`src/rtl/sisc_mux_pipe.sv`:
```
// Registered N:1 operand mux with valid/ready handshake and a one-entry skid buffer.
// Out-of-range selects forward the last in-range word and are counted.
module sisc_mux_pipe #(
  parameter int WIDTH  = 16,
  parameter int NUM_IN = 4,
  parameter int SEL_W  = 2
) (
  input  logic                    clk,
  input  logic                    rst_f,
  input  logic [NUM_IN*WIDTH-1:0] in_data,
  input  logic [SEL_W-1:0]        sel,
  input  logic                    in_valid,
  output logic                    in_ready,
  output logic [WIDTH-1:0]        out_data,
  output logic                    out_valid,
  input  logic                    out_ready,
  input  logic                    flush,
  output logic                    sel_err,
  output logic [7:0]              err_cnt
);

  localparam logic [SEL_W:0] NUM_IN_W = (SEL_W+1)'(NUM_IN);

  logic [WIDTH-1:0] skid_data_r;
  logic             skid_valid_r;
  logic [WIDTH-1:0] last_good_r;

  logic [WIDTH-1:0] pick_s;
  logic [WIDTH-1:0] word_s;
  logic             sel_ok_s;
  logic             accept_s;
  logic             bad_s;
  logic [WIDTH-1:0] out_data_s;
  logic             out_valid_s;
  logic [WIDTH-1:0] skid_data_s;
  logic             skid_valid_s;

  // Channel pick and select range check
  always_comb begin
    pick_s = '0;
    for (int k = 0; k < NUM_IN; k++) begin
      if ({1'b0, sel} == (SEL_W+1)'(k)) begin
        pick_s = in_data[k*WIDTH +: WIDTH];
      end else begin
        pick_s = pick_s;
      end
    end
    sel_ok_s = ({1'b0, sel} < NUM_IN_W);
    word_s   = sel_ok_s ? pick_s : last_good_r;
    accept_s = in_valid && in_ready;
    bad_s    = accept_s && !flush && !sel_ok_s;
  end

  // Next contents of output and skid registers; flush overrides everything
  always_comb begin
    out_data_s   = out_data;
    out_valid_s  = out_valid;
    skid_data_s  = skid_data_r;
    skid_valid_s = skid_valid_r;
    if (flush) begin
      out_valid_s  = 1'b0;
      skid_valid_s = 1'b0;
    end else begin
      case ({out_valid, skid_valid_r})
        2'b00: begin
          if (accept_s) begin
            out_valid_s = 1'b1;
            out_data_s  = word_s;
          end else begin
            out_valid_s = 1'b0;
          end
        end
        2'b10: begin
          if (accept_s && out_ready) begin
            out_data_s = word_s;
          end else if (accept_s) begin
            skid_valid_s = 1'b1;
            skid_data_s  = word_s;
          end else if (out_ready) begin
            out_valid_s = 1'b0;
          end else begin
            out_valid_s = 1'b1;
          end
        end
        2'b11: begin
          if (out_ready) begin
            out_data_s   = skid_data_r;
            skid_valid_s = 1'b0;
          end else begin
            skid_valid_s = 1'b1;
          end
        end
        default: begin
          out_valid_s  = 1'b0;
          skid_valid_s = 1'b0;
        end
      endcase
    end
  end

  // State, status and error registers
  always_ff @(posedge clk or negedge rst_f) begin
    if (!rst_f) begin
      out_data     <= '0;
      out_valid    <= 1'b0;
      skid_data_r  <= '0;
      skid_valid_r <= 1'b0;
      in_ready     <= 1'b1;
      last_good_r  <= '0;
      sel_err      <= 1'b0;
      err_cnt      <= 8'd0;
    end else begin
      out_data     <= out_data_s;
      out_valid    <= out_valid_s;
      skid_data_r  <= skid_data_s;
      skid_valid_r <= skid_valid_s;
      in_ready     <= !skid_valid_s;
      sel_err      <= bad_s;
      if (bad_s && (err_cnt != 8'hFF)) begin
        err_cnt <= err_cnt + 8'd1;
      end else begin
        err_cnt <= err_cnt;
      end
      // A flushed beat never becomes the fallback word
      if (accept_s && !flush && sel_ok_s) begin
        last_good_r <= pick_s;
      end else begin
        last_good_r <= last_good_r;
      end
    end
  end

endmodule

```
`config.mk`:
```
export PLATFORM = sky130hd
export DESIGN_NAME = sisc_mux_pipe
export DESIGN_NICKNAME = d
export VERILOG_FILES = /design/src/rtl/sisc_mux_pipe.sv
export SDC_FILE = /design/constraint.sdc
export NUM_CORES = 1
export LEC_CHECK = 0
export CORE_UTILIZATION = 42
export CTS_CLUSTER_DIAMETER = 200
export DETAILED_ROUTE_END_ITERATION = 12
export GPL_ROUTABILITY_DRIVEN = 1
export PLACE_DENSITY = 0.83
export SYNTH_ARGS = -nofsm -noshare
export SYNTH_HDL_FRONTEND = slang
export SYNTH_SLANG_ARGS = --single-unit
export TNS_END_PERCENT = 10
```
`constraint.sdc`:
```
create_clock -name clk -period 1.95 [get_ports clk]
set_input_delay 0.2925 -clock clk [delete_from_list [all_inputs] [get_ports clk]]
set_output_delay 0.2925 -clock clk [all_outputs]
set_load 0.05 [all_outputs]
```
==> metrics.cfg, run 1 <==
[power_and_ir_drop]
power_frac_seq=0.395
sw_frac_of_total=0.355
p_int_w=0.00165
p_clk_frac=0.194
powerDensity_nw_per_um2=789
power_frac_comb=0.411
p_leak_nw=1.41
peakVddDrop_mv=0.382
power.switching_w=0.000909

[route]
finalWirelength_um=5410
drc=0
post_drt_wl_per_cell_um=15.7
postRouteAntennaNets=0
firstDrtPassIters=4
initialDrtViolationCount=57
viasPerCell=5.41
vias=1862

[timing]
setup_ws_ns=0.199
finClkSkew_ns=0.00493
rsz0062_at_grt=no
timing.final.crit_share=0.898
tightest_slew_ns=0.788
max_freq_ghz=0.571
maxSlewViolCount=0
hold_viol=0
finalCriticalPeriod_ns=1.75
finalSetupViolCount=0
slew_headroom=0.475
finalSetupTns_ns=0

[synth]
yosys.area.top_type=dfrtp_1
yosysMostFrequentCell=mux2i_1
ys_seq_area_frac=0.400
synth-async-reset-ratio=1.00
syn_area_um2=2190
synth_area_per_cell_um2=11.9
syn_inst=184
ys_top_cells_by_area=dfrtp_1, mux2i_1, mux2_2
yosys-top-cells-count=mux2i_1, dfrtp_1, mux2_2
yosys.area.top_type_share=0.388
ys_warn_count=0
synth_edf_count=0
ys_types=22
synth-seq-cells=35
ys.flop_type=dfrtp_1

[clocking]
ctsResizeCount=0
numCtsBuffers=5
cts_tree=done
clkLatencyLatePin_ns=0.28
clk_pin_slew_ns=0.07
cts.sinks=35
cts-root-buf=clkbuf_8
post_cts.repair.setup_buffers=0
clk_path_buf_depth=2
h-tree-depth=2
cts_hold_buf=0

[placed_design]
pre_cts_slack_ns=0.0121
io_buffers=88
place.gp.congestion=0.736
dp_hpwl_um=4020

[worst_setup_path]
cp_max_fo=2
path_buf_inv=1
worstPathRequired_ns=1.66
critical_path_arrival_ns=1.46
critical_path.cell_chain=clkdlybuf4s50_1
crit_family=buffers and inverters
crit-reg2reg-launch=skid_valid_r$_DFF_PN0_
critical-path-slowest-cell=clkdlybuf4s50_1
criticalPathCategory=reg -> out
r2r_end=out_data[6]$_DFFE_PN0P_
start_kind=flop
endpoint_kind=output pin
rrSetupSlack_ns=0.28
reg2regPathDepth=5
slowest_delay_ns=0.82

[grt]
grt_usage=0.206
grt_overflow=0
grt_pass1_wl_um=8660
grt_start_max_net_pins=36
grt_pass1_vias=1878
antenna_found_initial=0

[cells_and_area]
num_antenna_cells=0
area_growth_pct=48.3
final_nets=347
utilization=0.666
drive_gt1_frac=0.209

[floorplanning]
dieArea_um2=5510
start_util=0.449
coreArea_um2=4880
io_pins=98
die_y_um=74.2
die_w_um=74.2
rows=25

[hold_path]
hold_class=in -> async

[run_status]
outcome=finished clean

[run]
maxCapViolations=0

[through the flow]
step / power, W / instance area (um2) / hold slack, ns / cells
CTS: 0.00258 / 3250 / 0.116 / 344
global placement: 0.00205 / 3170 / 0.412 / 336
global route: 0.00268 / 3250 / 0.149 / 344
detailed placement: 0.00208 / 3170 / 0.417 / 336
finish: 0.00256 / 3250 / 0.0855 / 344
floorplan: 0.00167 / 2220 / -0.00309 / 192
[routing by layer]
layer	routed length, um	global-route usage	vias to the layer above
li1	-	-	869
met5	0	0	-
met1	2170	0.250	898
met2	2780	0.364	87
met3	373	0.0352	8
met4	83	0.0839	0
[registers in the layout, indices dropped and copies added (netlist names)]
register and count:
out_data 16, skid_data_r 16, in_ready 1, out_valid 1, skid_valid_r 1
[how the worst max path moves through the flow]
stage	startpoint	to	slack (ns)	depth (start not counted)
after floorplan	in_ready$_DFF_PN1_	out_data[0]$_DFFE_PN0P_	0.06	4
after global placement	out_ready	out_data[13]$_DFFE_PN0P_	0.06	5
after detailed placement	out_ready	out_data[12]$_DFFE_PN0P_	0.01	5
after CTS	out_data[0]$_DFFE_PN0P_	out_data[0]	0.20	1
after global routing	out_data[0]$_DFFE_PN0P_	out_data[0]	0.16	1
final	out_data[5]$_DFFE_PN0P_	out_data[5]	0.20	1
[cells in the final DEF, fill, tap and decap left out]
cell type | netlist | layout
clkdlybuf4s50_1 | 0 | 84
dfrtp_2 | 0 | 1
nand2b_1 | 1 | 1
mux2i_1 | 48 | 48
mux2_2 | 32 | 32
a21oi_1 | 2 | 2
buf_12 | 0 | 4
clkinv_2 | 0 | 1
a2111oi_4 | 1 | 1
buf_4 | 11 | 10
or3_1 | 1 | 1
o21ai_0 | 1 | 1
conb_1 | 1 | 9
dfrtp_1 | 34 | 33
inv_1 | 2 | 2
dfstp_2 | 1 | 1
a21o_1 | 1 | 1
clkbuf_1 | 3 | 2
clkbuf_8 | 0 | 5
nor3_2 | 1 | 1
nand3b_1 | 1 | 1
o221ai_1 | 16 | 16
buf_2 | 8 | 2
nor2b_1 | 1 | 1
nand3_1 | 16 | 16
a21bo_1 | 1 | 1
[power groups by stage]
stage,registers (W),clock network [W],logic [W]
finish,0.00101,0.000497,0.00105
detailed placement,0.00102,0,0.00106
CTS,0.00101,0.000508,0.00106
global placement,0.00101,0,0.00104
global route,0.00104,0.000532,0.00111
floorplan,0.00129,0,0.000378
[cell type report]
type                       instances  area [um2]
inverter                           2        7.51
multi-input combinational        132        1190
timing repair buffer             100        1010
clock inverter                     1        5.00
sequential                        35         878
tap                               67        83.8
clock buffer                       7        76.3
fill                             380        1630
[logic make-up (layout without fill, tap and decap cells)]
| group | Yosys count | in the layout | share of synthesized area |
|---|---|---|---|
| multiplexers | 80 | 80 | 0.384 |
| other | 1 | 9 | 0.00171 |
| AO/OA/AOI/OAI | 22 | 22 | 0.0914 |
| AND/OR/NAND/NOR | 21 | 21 | 0.0531 |
| flip-flops | 35 | 35 | 0.400 |
| buffers and inverters | 25 | 110 | 0.0697 |
Note: power is estimated with default switching activity, not from simulation.
==> run 2: changes to the inputs <==
--- a/config.mk
+++ b/config.mk
@@ -5,6 +5,7 @@
 export SDC_FILE = /design/constraint.sdc
 export NUM_CORES = 1
 export LEC_CHECK = 0
+export CORE_MARGIN = 10
 export CORE_UTILIZATION = 42
 export CTS_CLUSTER_DIAMETER = 200
 export DETAILED_ROUTE_END_ITERATION = 12
==> run 2 against run 1 <==
Compared with the run above:
- non-clock buffer count up 2
- count of clock-buffer cells in the layout unchanged
- clock power up 19%
- critical path depth did not move
- design area is 0.50% higher
- first-iteration DRC count rose by 23%
- via count shrank 0.81%
- fmax is 1.5% lower
- clock skew grew 0.0042 ns
- worst setup slack worse by 0.027 ns
- critical path type unchanged
- highest routed layer unchanged
==> metrics.cfg, run 2 (synthesis results as in run 1) <==
[placed_design]
dpl.cell_count=341  ; +1.5%
dp_hpwl_um=4940  ; +23%
place.gp.congestion=0.746  ; +1.3%
place_area_um2=3160  ; -0.20%
io_buffers=88  ; unchanged
pre_cts_slack_ns=0.0252  ; +0.0131 ns

[grt]
grt_pass1_wl_um=10200  ; +18%
grt_pass1_vias=2067  ; +10%
grt_overflow=0  ; unchanged
grt_start_max_net_pins=36  ; unchanged
antenna_found_initial=0  ; unchanged
grt_usage=0.148  ; -0.0579

[timing]
finClkSkew_ns=0.00916  ; +0.00423 ns
finalSetupTns_ns=0  ; unchanged
finalCriticalPeriod_ns=1.78  ; +0.0275 ns
tightest_slew_ns=0.781  ; -0.00700 ns
maxSlewViolCount=0  ; unchanged
hold_viol=0  ; unchanged
timing.final.crit_share=0.912  ; +0.0141
setup_ws_ns=0.171  ; -0.0275 ns
rsz0062_at_grt=no
finalSetupViolCount=0  ; unchanged
slew_headroom=0.479  ; +0.00467
max_freq_ghz=0.562  ; -1.5%

[worst_setup_path]
critical_path.cell_chain=clkdlybuf4s50_1
crit_family=buffers and inverters
slowest_delay_ns=0.82  ; about the same
critical_path_arrival_ns=1.49  ; +0.03 ns
critical-path-slowest-cell=clkdlybuf4s50_1
start_kind=flop
worstPathRequired_ns=1.66  ; about the same
criticalPathCategory=reg -> out
endpoint_kind=output pin
cp_max_fo=2  ; unchanged
path_buf_inv=1  ; unchanged

[route]
initialDrtViolationCount=70  ; +23%
vias=1847  ; -0.81%
drc=0  ; unchanged
finalWirelength_um=6330  ; +17%
postRouteAntennaNets=0  ; unchanged
viasPerCell=5.29  ; -2.2%
firstDrtPassIters=4  ; unchanged
post_drt_wl_per_cell_um=18.1  ; +15%

[cells_and_area]
final_common_cell=clkdlybuf4s50_1
fin_cells=349  ; +1.5%
fillers=419  ; +10%
drive_gt1_frac=0.222  ; +0.0128
area_growth_pct=49.0
final_nets=349  ; +0.58%
final_area_um2=3260  ; +0.50%
final_cell_mix=clkdlybuf4s50_1, mux2i_1, dfrtp_1, mux2_2
top_regs=out_data x16, skid_data_r x16
num_antenna_cells=0  ; unchanged

[clocking]
cts_tree=done
numCtsBuffers=5  ; unchanged
post_cts.repair.setup_buffers=0  ; unchanged
clk_path_buf_depth=2  ; unchanged
h-tree-depth=2  ; unchanged
cts-root-buf=clkbuf_8
cts.sinks=35  ; unchanged
clk_pin_slew_ns=0.08  ; about the same
clkLatencyLatePin_ns=0.30  ; +0.02 ns
ctsResizeCount=0  ; unchanged
cts_hold_buf=0  ; unchanged

[run_status]
outcome=finished clean

[floorplanning]
io_pins=98  ; unchanged
dieArea_um2=8510  ; +54%
die_w_um=92.2  ; +24%
coreArea_um2=5070  ; +4.0%
rows=26  ; +4.0%
start_util=0.432  ; -0.0173
die_y_um=92.2  ; +24%

[run]
maxCapViolations=0  ; unchanged

[power_and_ir_drop]
p_leak_nw=1.42  ; +0.72%
total_power_w=0.00266  ; +3.9%
peakVddDrop_mv=0.411  ; +7.5%
powerDensity_nw_per_um2=815  ; +3.3%

[hold_path]
hold_class=in -> async

[run 2: cell types whose count changed in the layout (fill, tap and decap cells not counted)]
cell	delta
buf_12	-2
clkbuf_8	+2
clkinvlp_4	+1
clkbuf_1	-2
clkinv_2	-1
buf_4	+4
[run 2: cell type report]
type / count / area [um2] / share of cell area
Multi-Input combinational cell: 132 / 1190 / 0.365
Timing Repair Buffer: 102 / 996 / 0.305
Sequential cell: 35 / 878 / 0.269
Clock buffer: 7 / 96.3 / 0.0295
Tap cell: 70 / 87.6 / 0.0268
Clock inverter: 1 / 7.51 / 0.00230
Inverter: 2 / 7.51 / 0.00230
[run 2: metrics by stage]
stage / hold WS [ns] / util
floorplan: -0.00309 / -
global placement: 0.416 / 0.623
detailed placement: 0.424 / 0.623
CTS: 0.101 / 0.643
global route: 0.131 / 0.643
finish: 0.0690 / 0.643
[run 2: routing by layer]
metal  wire (um)  global-route usage  vias to the layer above
met5           0                   0                        -
met4          48              0.0398                        0
met3         542              0.0644                        6
met2        3120               0.254                       79
met1        2610               0.164                      894
li1            -                   -                      868
[run 2: worst paths after layout]
check / endpoint / from / slack [ns] / cells after the start
max: out_data[0] / out_data[0]$_DFFE_PN0P_ / 0.17 / 1
min: skid_data_r[13]$_DFFE_PN0P_ / rst_f / 0.07 / 1
max in group asynchronous: out_valid$_DFFE_PN0P_ / rst_f / 1.33 / 1
min in group clk: out_data[6]$_DFFE_PN0P_ / out_data[6]$_DFFE_PN0P_ / 0.51 / 1
max reg2reg: out_data[0]$_DFFE_PN0P_ / out_valid$_DFFE_PN0P_ / 0.28 / 4
min reg2reg: out_data[6]$_DFFE_PN0P_ / out_data[6]$_DFFE_PN0P_ / 0.51 / 1
[run 2: power breakdown]
| part | switching, W | internal [W] | leakage [nW] |
|---|---|---|---|
| clock network | 0.000270 | 0.000321 | 0.0505 |
| registers | 0.000101 | 0.000911 | 0.425 |
| logic | 0.000570 | 0.000488 | 0.944 |
